--- src/rtl/spi_pkg.sv ---
// Shared SPI definitions: byte width, receiver and transmitter state encodings.
// Latency: n/a (types and constants only).
// Backpressure: n/a.
package spi_pkg;

  localparam int SPI_BYTE_W = 8;

  // Receiver states
  typedef logic [1:0] rx_state_t;
  localparam rx_state_t IDLE  = 2'd0;
  localparam rx_state_t SHIFT = 2'd1;
  localparam rx_state_t ABORT = 2'd2;

  // Master (transmit side) states
  typedef logic [1:0] tx_state_t;
  localparam tx_state_t TX_IDLE  = 2'd0;
  localparam tx_state_t TX_SHIFT = 2'd1;
  localparam tx_state_t TX_DONE  = 2'd2;

endpackage

--- src/rtl/sync_fifo.sv ---
// Single-clock show-ahead FIFO with extra-bit pointers for full/empty.
// Latency: a pushed entry is visible on pop_dat_o the cycle after the push edge.
// Backpressure: push is dropped when full unless a pop happens in the same cycle.
// Ports: clk/rst (sync, active-high), push_i/push_dat_i write side,
//        pop_i/pop_dat_o read side (data is zero while empty), full_o/empty_o status.
module sync_fifo #(
  parameter int WIDTH = 8,
  parameter int DEPTH = 4
) (
  input  logic             clk,
  input  logic             rst,
  input  logic             push_i,
  input  logic [WIDTH-1:0] push_dat_i,
  input  logic             pop_i,
  output logic [WIDTH-1:0] pop_dat_o,
  output logic             full_o,
  output logic             empty_o
);

  localparam int AW = $clog2(DEPTH);

  logic [AW:0]      wr_q, wr_d;
  logic [AW:0]      rd_q, rd_d;
  logic [WIDTH-1:0] mem_q [DEPTH];
  logic             do_push;
  logic             do_pop;

  assign empty_o = (wr_q == rd_q);
  // Same slot index but wrap bits differ: writer is a full lap ahead.
  assign full_o  = (wr_q[AW] != rd_q[AW]) && (wr_q[AW-1:0] == rd_q[AW-1:0]);

  assign do_pop  = pop_i & ~empty_o;
  // A pop frees the head slot this edge, so a push at full still fits.
  assign do_push = push_i & (~full_o | do_pop);

  always_comb begin
    wr_d = wr_q;
    rd_d = rd_q;
    if (do_push) wr_d = wr_q + 1'b1;
    if (do_pop)  rd_d = rd_q + 1'b1;
  end

  always_ff @(posedge clk) begin
    if (rst) begin
      wr_q <= '0;
      rd_q <= '0;
    end else begin
      wr_q <= wr_d;
      rd_q <= rd_d;
    end
  end

  always_ff @(posedge clk) begin
    if (do_push) mem_q[wr_q[AW-1:0]] <= push_dat_i;
  end

  // Stale storage is masked so the output reads zero after reset or when drained.
  assign pop_dat_o = empty_o ? '0 : mem_q[rd_q[AW-1:0]];

endmodule

--- src/rtl/spi_slave_rx.sv ---
// SPI receiver: synchronizes sclk/mosi/cs_n, rebuilds MSB-first bytes, buffers them in a FIFO.
// Latency: byte is pushed on the edge its 8th sclk rise is seen (SYNC_STAGES+1 edges after pin capture).
// Backpressure: out_valid/out_ready stream; a byte completing into a full FIFO with no pop is dropped (overrun).
// Ports: clk/rst (sync, active-high); sclk_in/mosi_in/cs_n SPI pins;
//        out_data/out_valid/out_ready byte stream; clr_status clears sticky
//        overrun/frame_err; checksum is the XOR of every byte accepted by the FIFO.
module spi_slave_rx
  import spi_pkg::*;
#(
  parameter int SYNC_STAGES = 2,
  parameter int DEPTH       = 4
) (
  input  logic                  clk,
  input  logic                  rst,
  input  logic                  sclk_in,
  input  logic                  mosi_in,
  input  logic                  cs_n,
  output logic [SPI_BYTE_W-1:0] out_data,
  output logic                  out_valid,
  input  logic                  out_ready,
  input  logic                  clr_status,
  output logic                  overrun,
  output logic                  frame_err,
  output logic [31:0]           checksum
);

  // Synchronizer bundle order is {cs, mosi, sclk}; cs idles high.
  localparam logic [2:0] SYNC_RST = 3'b100;

  for (genvar g = 0; g < SYNC_STAGES; g++) begin : g_sync
    logic [2:0] stage_q;
    logic [2:0] stage_in;
    if (g == 0) begin : g_head
      assign stage_in = {cs_n, mosi_in, sclk_in};
    end else begin : g_tail
      assign stage_in = g_sync[g-1].stage_q;
    end
    always_ff @(posedge clk) begin
      if (rst) stage_q <= SYNC_RST;
      else     stage_q <= stage_in;
    end
  end

  logic cs_s, mosi_s, sclk_s;
  assign {cs_s, mosi_s, sclk_s} = g_sync[SYNC_STAGES-1].stage_q;

  logic sclk_d_q;
  logic rise;
  assign rise = sclk_s & ~sclk_d_q;

  rx_state_t             state_q, state_d;
  logic [SPI_BYTE_W-1:0] shreg_q, shreg_d;
  logic [2:0]            cnt_q, cnt_d;
  logic                  byte_done;
  logic                  abort_set;

  always_comb begin
    state_d   = state_q;
    shreg_d   = shreg_q;
    cnt_d     = cnt_q;
    byte_done = 1'b0;
    abort_set = 1'b0;
    case (state_q)
      IDLE: begin
        cnt_d = 3'd0;
        if (!cs_s) state_d = SHIFT;
      end
      SHIFT: begin
        // cs deassertion takes priority over a coincident sclk rise.
        if (cs_s) begin
          state_d = (cnt_q != 3'd0) ? ABORT : IDLE;
        end else if (rise) begin
          shreg_d   = {shreg_q[SPI_BYTE_W-2:0], mosi_s};
          cnt_d     = cnt_q + 3'd1;
          byte_done = (cnt_q == 3'd7);
        end
      end
      ABORT: begin
        abort_set = 1'b1;
        shreg_d   = '0;
        cnt_d     = 3'd0;
        state_d   = IDLE;
      end
      default: state_d = IDLE;
    endcase
  end

  logic fifo_full, fifo_empty, pop, push_ok, ovr_set;

  assign pop       = out_valid & out_ready;
  assign push_ok   = byte_done & (~fifo_full | pop);
  assign ovr_set   = byte_done & fifo_full & ~pop;
  assign out_valid = ~fifo_empty;

  sync_fifo #(
    .WIDTH (SPI_BYTE_W),
    .DEPTH (DEPTH)
  ) u_fifo (
    .clk        (clk),
    .rst        (rst),
    .push_i     (byte_done),
    .push_dat_i (shreg_d),
    .pop_i      (pop),
    .pop_dat_o  (out_data),
    .full_o     (fifo_full),
    .empty_o    (fifo_empty)
  );

  logic [31:0] checksum_q, checksum_d;
  logic        overrun_q, overrun_d;
  logic        frame_err_q, frame_err_d;

  always_comb begin
    checksum_d  = checksum_q;
    if (push_ok) checksum_d = checksum_q ^ {24'd0, shreg_d};
    // A new event in the same cycle as clr_status keeps the flag set.
    overrun_d   = ovr_set   | (overrun_q   & ~clr_status);
    frame_err_d = abort_set | (frame_err_q & ~clr_status);
  end

  always_ff @(posedge clk) begin
    if (rst) begin
      sclk_d_q    <= 1'b0;
      state_q     <= IDLE;
      shreg_q     <= '0;
      cnt_q       <= 3'd0;
      checksum_q  <= 32'd0;
      overrun_q   <= 1'b0;
      frame_err_q <= 1'b0;
    end else begin
      sclk_d_q    <= sclk_s;
      state_q     <= state_d;
      shreg_q     <= shreg_d;
      cnt_q       <= cnt_d;
      checksum_q  <= checksum_d;
      overrun_q   <= overrun_d;
      frame_err_q <= frame_err_d;
    end
  end

  assign checksum  = checksum_q;
  assign overrun   = overrun_q;
  assign frame_err = frame_err_q;

endmodule

--- config.mk ---
export PLATFORM = sky130hd
export DESIGN_NAME = spi_slave_rx
export DESIGN_NICKNAME = d
export VERILOG_FILES = /design/src/rtl/spi_pkg.sv /design/src/rtl/sync_fifo.sv /design/src/rtl/spi_slave_rx.sv
export SDC_FILE = /design/constraint.sdc
export NUM_CORES = 1
export LEC_CHECK = 0
export BUFFER_PORTS_ARGS = -buffer_cell sky130_fd_sc_hd__buf_4
export CORE_MARGIN = 5
export CORE_UTILIZATION = 32
export CTS_BUF_LIST = sky130_fd_sc_hd__clkbuf_8
export DETAILED_ROUTE_END_ITERATION = 10
export PLACE_DENSITY = 0.59
export SYNTH_ARGS = -nofsm -noshare
export SYNTH_HDL_FRONTEND = slang
export SYNTH_SLANG_ARGS = --single-unit
export TNS_END_PERCENT = 100
--- constraint.sdc ---
create_clock -name clk -period 2.4 [get_ports clk]
set_input_delay 0.48 -clock clk [delete_from_list [all_inputs] [get_ports clk]]
set_output_delay 0.48 -clock clk [all_outputs]
set_load 0.02 [all_outputs]
==> results.json, run 1 <==
{
  "maxCapViolCount": 0,
  "antenna_found_initial": 0,
  "hp-class": "input port to register",
  "dp_slack_ns": 0.151,
  "rsz0062_at_grt": "no",
  "swShare": 0.226,
  "yosys_warnings": 0,
  "gp_congestion": 0.792,
  "path_clk_slew_ns": 0.07,
  "die_area_mm2": 0.0124,
  "synth_edf_count": 32,
  "cts_buffers": 9,
  "cp_data_required_time_ns": 2.62,
  "p_comb_frac": 0.040,
  "min_to": "g_sync[0].stage_q[2]$_SDFF_PP1_",
  "layout-drive-gt1-share": 0.216,
  "wl_per_cell_um": 12.7,
  "tritoncts": "yes",
  "power_switching_mw": 0.473,
  "path_max_fanout": 9,
  "layout_min_cycle_time_ns": 2.25,
  "intPower_mw": 1.62,
  "endpoint_kind": "register",
  "r2r_cells": 6,
  "dpl.hpwl_um": 4100,
  "worstSetupPathType": "register to register",
  "n_fill_cell": 1009,
  "powerDensity_mw_per_mm2": 569,
  "wl_met1_um": 2650,
  "routed_wl_um": 5770,
  "io_pins": 50,
  "grt_pass1_wl_um": 9610,
  "report.power.total_mw": 2.10,
  "rr_startpoint": "state_q[0]$_SDFFE_PP0P_",
  "hold_start": "cs_n",
  "track_usage": 0.0973,
  "r2r_end": "checksum[1]$_SDFFE_PP0P_",
  "r2r_slack_ns": 0.15,
  "drc": 0,
  "nets": 333,
  "startpoint_type": "register",
  "drv_slew": 0,
  "final_cell_mix": "dfxtp_1, edfxtp_1, buf_4",
  "hold-path-cell-count": 2,
  "final_common_cell": "dfxtp_1",
  "post-cts-setup-buffer-count": 0,
  "setup_viol": 0,
  "rows": 37,
  "synth_cell_types": 41,
  "clock_sinks": 70,
  "fin_cells": 455,
  "route.met2.wl_um": 2620,
  "syn_area_per_cell_um2": 11.4,
  "via_per_inst": 4.46,
  "synth-seq-area-share": 0.526,
  "power_frac_seq": 0.595,
  "post-route-period-util": 0.937,
  "wl_met3_um": 381,
  "clock-root-buffer": "clkbuf_8",
  "num_vias": 2028,
  "ys.flop_type": "dfxtp_1",
  "drtAntennaViolNets": 0,
  "core_area_mm2": 0.0101,
  "io_buffers": 25,
  "ir_worst_vdd_uv": 277,
  "routed.top_layer": "met4",
  "ys_async_sr_fraction": 0,
  "htreeDepth": 3,
  "drtPass1Iterations": 4,
  "die_w_um": 111,
  "syn_area_mm2": 0.00328,
  "grt_max_degree": 47,
  "p_leak_nw": 1.46,
  "grt_pass1_vias": 1968,
  "die_h_um": 111,
  "first_iter_violations": 76,
  "initial_core_util": 0.323,
  "p_clk_frac": 0.366,
  "grt_overflow": 0,
  "skew_ns": 0.00749,
  "setup_ws_ns": 0.152,
  "antenna_cells": 0,
  "synthCells": 287,
  "outcome": "complete, no violations",
  "dp.cells": 439,
  "clk_latency_ns": 0.34,
  "cp.arrival_ns": 2.47,
  "clockBufferDepth": 2,
  "ys_ff_latch": 70,
  "max_freq_ghz": 0.445,
  "setup_tns_ns": 0,
  "place_area_mm2": 0.00351,
  "areaGrowthSynthToFinish_pct": 12.4,
  "fin_area_mm2": 0.00368,
  "hold_viol_final": 0
}
[power groups by stage]
stage               Clock [mW]  Sequential, mW  Combinational [mW]
CTS                      0.797            1.25              0.0826
finish                   0.766            1.25              0.0834
global route             0.860            1.25              0.0916
detailed placement           0            1.27              0.0825
global placement             0            1.27              0.0812
floorplan                    0            1.27              0.0977
[synthesized netlist by cell type, types with 8 or more instances]
library cell / count / area share
a21oi_1: 11 / 0.017
nand2b_1: 9 / 0.017
nand3_1: 13 / 0.020
dfxtp_1: 38 / 0.23
mux4_2: 8 / 0.055
ha_1: 12 / 0.046
inv_1: 8 / 0.0092
nand2_1: 18 / 0.021
mux2_2: 8 / 0.028
edfxtp_1: 32 / 0.29
nor2_1: 17 / 0.019
nor2b_1: 25 / 0.048
buf_2: 8 / 0.012
buf_4: 24 / 0.055
[worst max-delay path, cell delays in order (launching register included)]
cell      delay (ns)
dfxtp_1         0.38
inv_1           0.09
ha_1            0.41
and4bb_2        0.37
nand2_1         0.12
a311oi_1        0.38
mux2_2          0.37
[layer usage]
metal	GRT usage	vias up
li1	-	1018
met1	0.124	937
met2	0.153	62
met3	0.0333	11
met4	0.0365	0
met5	0	-
[flip-flops by register name, summed over array words and instances, names as in the netlist, named ones only]
name and flops:
u_fifo.wr_q 3, g_sync.stage_q 6, checksum 8, u_fifo.rd_q 3, u_fifo.mem_q 32, sclk_d_q 1
cnt_q 3, state_q 2, shreg_q 8, frame_err 1, overrun 1
[worst max path at each step]
stage                                          end                     from  cells past startpoint  slack [ns]
after floorplan           checksum[0]$_SDFFE_PP0P_  state_q[0]$_SDFFE_PP0P_                      7        0.43
after global placement    checksum[6]$_SDFFE_PP0P_  state_q[0]$_SDFFE_PP0P_                      6        0.18
after global routing      checksum[1]$_SDFFE_PP0P_  state_q[0]$_SDFFE_PP0P_                      6        0.01
final                     checksum[1]$_SDFFE_PP0P_  state_q[0]$_SDFFE_PP0P_                      6        0.15
after detailed placement  checksum[6]$_SDFFE_PP0P_  state_q[0]$_SDFFE_PP0P_                      6        0.15
after CTS                 checksum[6]$_SDFFE_PP0P_  state_q[0]$_SDFFE_PP0P_                      6        0.13
[cells by family (layout without fill, tap and decap cells)]
group / Yosys count / in the layout / share of synthesized area
compound gates: 35 / 35 / 0.0726
xor+xnor: 6 / 6 / 0.0160
fa+ha+maj: 12 / 12 / 0.0458
buf+inv: 44 / 53 / 0.0810
flops: 70 / 70 / 0.526
mux: 18 / 18 / 0.0901
other cells: 1 / 24 / 0.00114
simple gates: 101 / 101 / 0.168
[final cells by class]
class / instances / area [µm²] / area share
sequential: 70 / 1720 / 0.468
multi-input combinational: 196 / 1380 / 0.375
timing repair buffer: 29 / 218 / 0.0591
tap: 136 / 170 / 0.0462
clock buffer: 9 / 124 / 0.0337
clock inverter: 7 / 36.3 / 0.00986
inverter: 8 / 30.0 / 0.00816
[stage by stage]
stage / utilization / hold slack (ns)
after floorplan: - / 0.389
after global placement: 0.347 / 0.392
after detailed placement: 0.347 / 0.398
after CTS: 0.362 / 0.309
after global routing: 0.363 / 0.314
final: 0.363 / 0.327
[what timing repair did]
| action | CTS | global route |
|---|---|---|
| gates resized for setup | 0 | 1 |
| hold buffers | 0 | 0 |
| endpoints found under the setup margin | 0 | 1 |
| hold endpoints to repair | 0 | 0 |
(Power assumes the default switching activity.)
==> run 2, diff against run 1 <==
--- a/config.mk
+++ b/config.mk
@@ -7,10 +7,10 @@
 export LEC_CHECK = 0
 export BUFFER_PORTS_ARGS = -buffer_cell sky130_fd_sc_hd__buf_4
 export CORE_MARGIN = 5
-export CORE_UTILIZATION = 32
+export CORE_UTILIZATION = 59
 export CTS_BUF_LIST = sky130_fd_sc_hd__clkbuf_8
 export DETAILED_ROUTE_END_ITERATION = 10
-export PLACE_DENSITY = 0.59
+export PLACE_DENSITY = 0.91
 export SYNTH_ARGS = -nofsm -noshare
 export SYNTH_HDL_FRONTEND = slang
 export SYNTH_SLANG_ARGS = --single-unit
==> results.json, run 2 (synthesized netlist as in run 1, its figures left out) <==
{
  "max_freq_ghz": 0.435,
  "tritoncts": "yes",
  "first_iter_violations": 108,
  "die_h_um": 84.5,
  "num_vias": 2066,
  "routed_wl_um": 5580,
  "initial_core_util": 0.602,
  "antenna_cells": 0,
  "rsz0062_at_grt": "no",
  "gp_congestion": 0.779,
  "worst-path-buf-inv": 1,
  "nets": 333,
  "power_frac_seq": 0.532,
  "maxCapViolCount": 0,
  "setup_ws_ns": 0.102,
  "post-cts-setup-buffer-count": 0,
  "setup_tns_ns": 0,
  "grt_max_degree": 47,
  "io_pins": 50,
  "htreeDepth": 3,
  "setup_viol": 0,
  "cts_buffers": 9,
  "cp_data_required_time_ns": 2.63,
  "clock_sinks": 70,
  "largest_register_ffs": 32,
  "clock-root-buffer": "clkbuf_8",
  "endpoint_kind": "register",
  "post-route-period-util": 0.957,
  "clockBufferDepth": 2,
  "final_common_cell": "dfxtp_1",
  "worstSetupPathType": "register to register",
  "core_area_mm2": 0.00544,
  "path_max_fanout": 9,
  "layout-drive-gt1-share": 0.216,
  "ir_worst_vdd_uv": 547,
  "worstPathCellList": "inv_1, ha_1, and4bb_2, nand2_1, a311oi_1, mux2_2",
  "swShare": 0.204,
  "cp.arrival_ns": 2.53,
  "final_cell_mix": "dfxtp_1, edfxtp_1, buf_4",
  "drv_slew": 0,
  "wl_per_cell_um": 14.3,
  "fin_util": 0.671,
  "rows": 27,
  "drtPass1Iterations": 4,
  "drtAntennaViolNets": 0,
  "p_leak_nw": 1.48,
  "path_clk_slew_ns": 0.07,
  "skew_ns": 0.00881,
  "areaGrowthSynthToFinish_pct": 11.4,
  "outcome": "complete, no violations",
  "clk_latency_ns": 0.34,
  "via_per_inst": 5.28,
  "die_area_mm2": 0.00714,
  "grt_pass1_vias": 1961,
  "startpoint_type": "register",
  "powerDensity_mw_per_mm2": 642,
  "post_cts_resized": 0,
  "drc": 0,
  "hp-class": "input port to register",
  "grt_pass1_wl_um": 9110,
  "cp_top_family": "simple AND/OR/NAND/NOR gates",
  "grt_overflow": 0,
  "holdBufCountCts": 0,
  "intPower_mw": 1.87,
  "p_comb_frac": 0.035,
  "cpPeakStageDelay_ns": 0.42,
  "dpl.hpwl_um": 3920,
  "io_buffers": 25,
  "crit_slowest_cell": "ha_1",
  "p_clk_frac": 0.433,
  "hold_viol_final": 0,
  "antenna_found_initial": 0,
  "die_w_um": 84.5,
  "layout_min_cycle_time_ns": 2.30,
  "power_switching_mw": 0.478,
  "dp_slack_ns": 0.179,
  "track_usage": 0.165
}
## run 2: final cells by class
class / instances / area, µm²
Timing Repair Buffer: 29 / 218
Tap cell: 72 / 90.1
Sequential cell: 70 / 1720
Clock inverter: 6 / 77.6
Fill cell: 400 / 1790
Clock buffer: 10 / 138
Multi-Input combinational cell: 196 / 1380
Inverter: 8 / 30.0
## run 2: through the flow
step                cell area (µm²)  hold slack (ns)  cells  total power, mW
detailed placement             3430            0.397    375             1.35
CTS                            3650            0.310    391             2.36
finish                         3650            0.327    391             2.34
global route                   3650            0.309    391             2.44
floorplan                      3360            0.389    310             1.37
global placement               3430            0.391    375             1.35
## run 2: per-layer routing
| layer | GRT usage | vias up | routed length, µm |
|---|---|---|---|
| met5 | 0 | - | 0 |
| met1 | 0.203 | 958 | 2350 |
| met4 | 0.0691 | 0 | 95 |
| li1 | - | 1019 | - |
| met3 | 0.0559 | 10 | 405 |
| met2 | 0.265 | 79 | 2730 |
## run 2: final timing paths
| check | start | end | slack, ns | depth (start not counted) |
|---|---|---|---|---|
| worst min-delay path | cs_n | g_sync[0].stage_q[2]$_SDFF_PP1_ | 0.33 | 2 |
| worst max-delay path | state_q[0]$_SDFFE_PP0P_ | checksum[4]$_SDFFE_PP0P_ | 0.10 | 6 |
| worst max register to register | state_q[0]$_SDFFE_PP0P_ | checksum[4]$_SDFFE_PP0P_ | 0.10 | 6 |
| worst min register to register | g_sync[0].stage_q[2]$_SDFF_PP1_ | g_sync[1].stage_q[2]$_SDFF_PP1_ | 0.41 | 1 |
## run 2: power by group through the flow
stage | Clock, mW | Combinational (mW) | Sequential, mW
floorplan | 0 | 0.0977 | 1.27
global placement | 0 | 0.0798 | 1.27
detailed placement | 0 | 0.0811 | 1.27
CTS | 1.03 | 0.0816 | 1.25
global route | 1.10 | 0.0905 | 1.25
finish | 1.01 | 0.0826 | 1.25
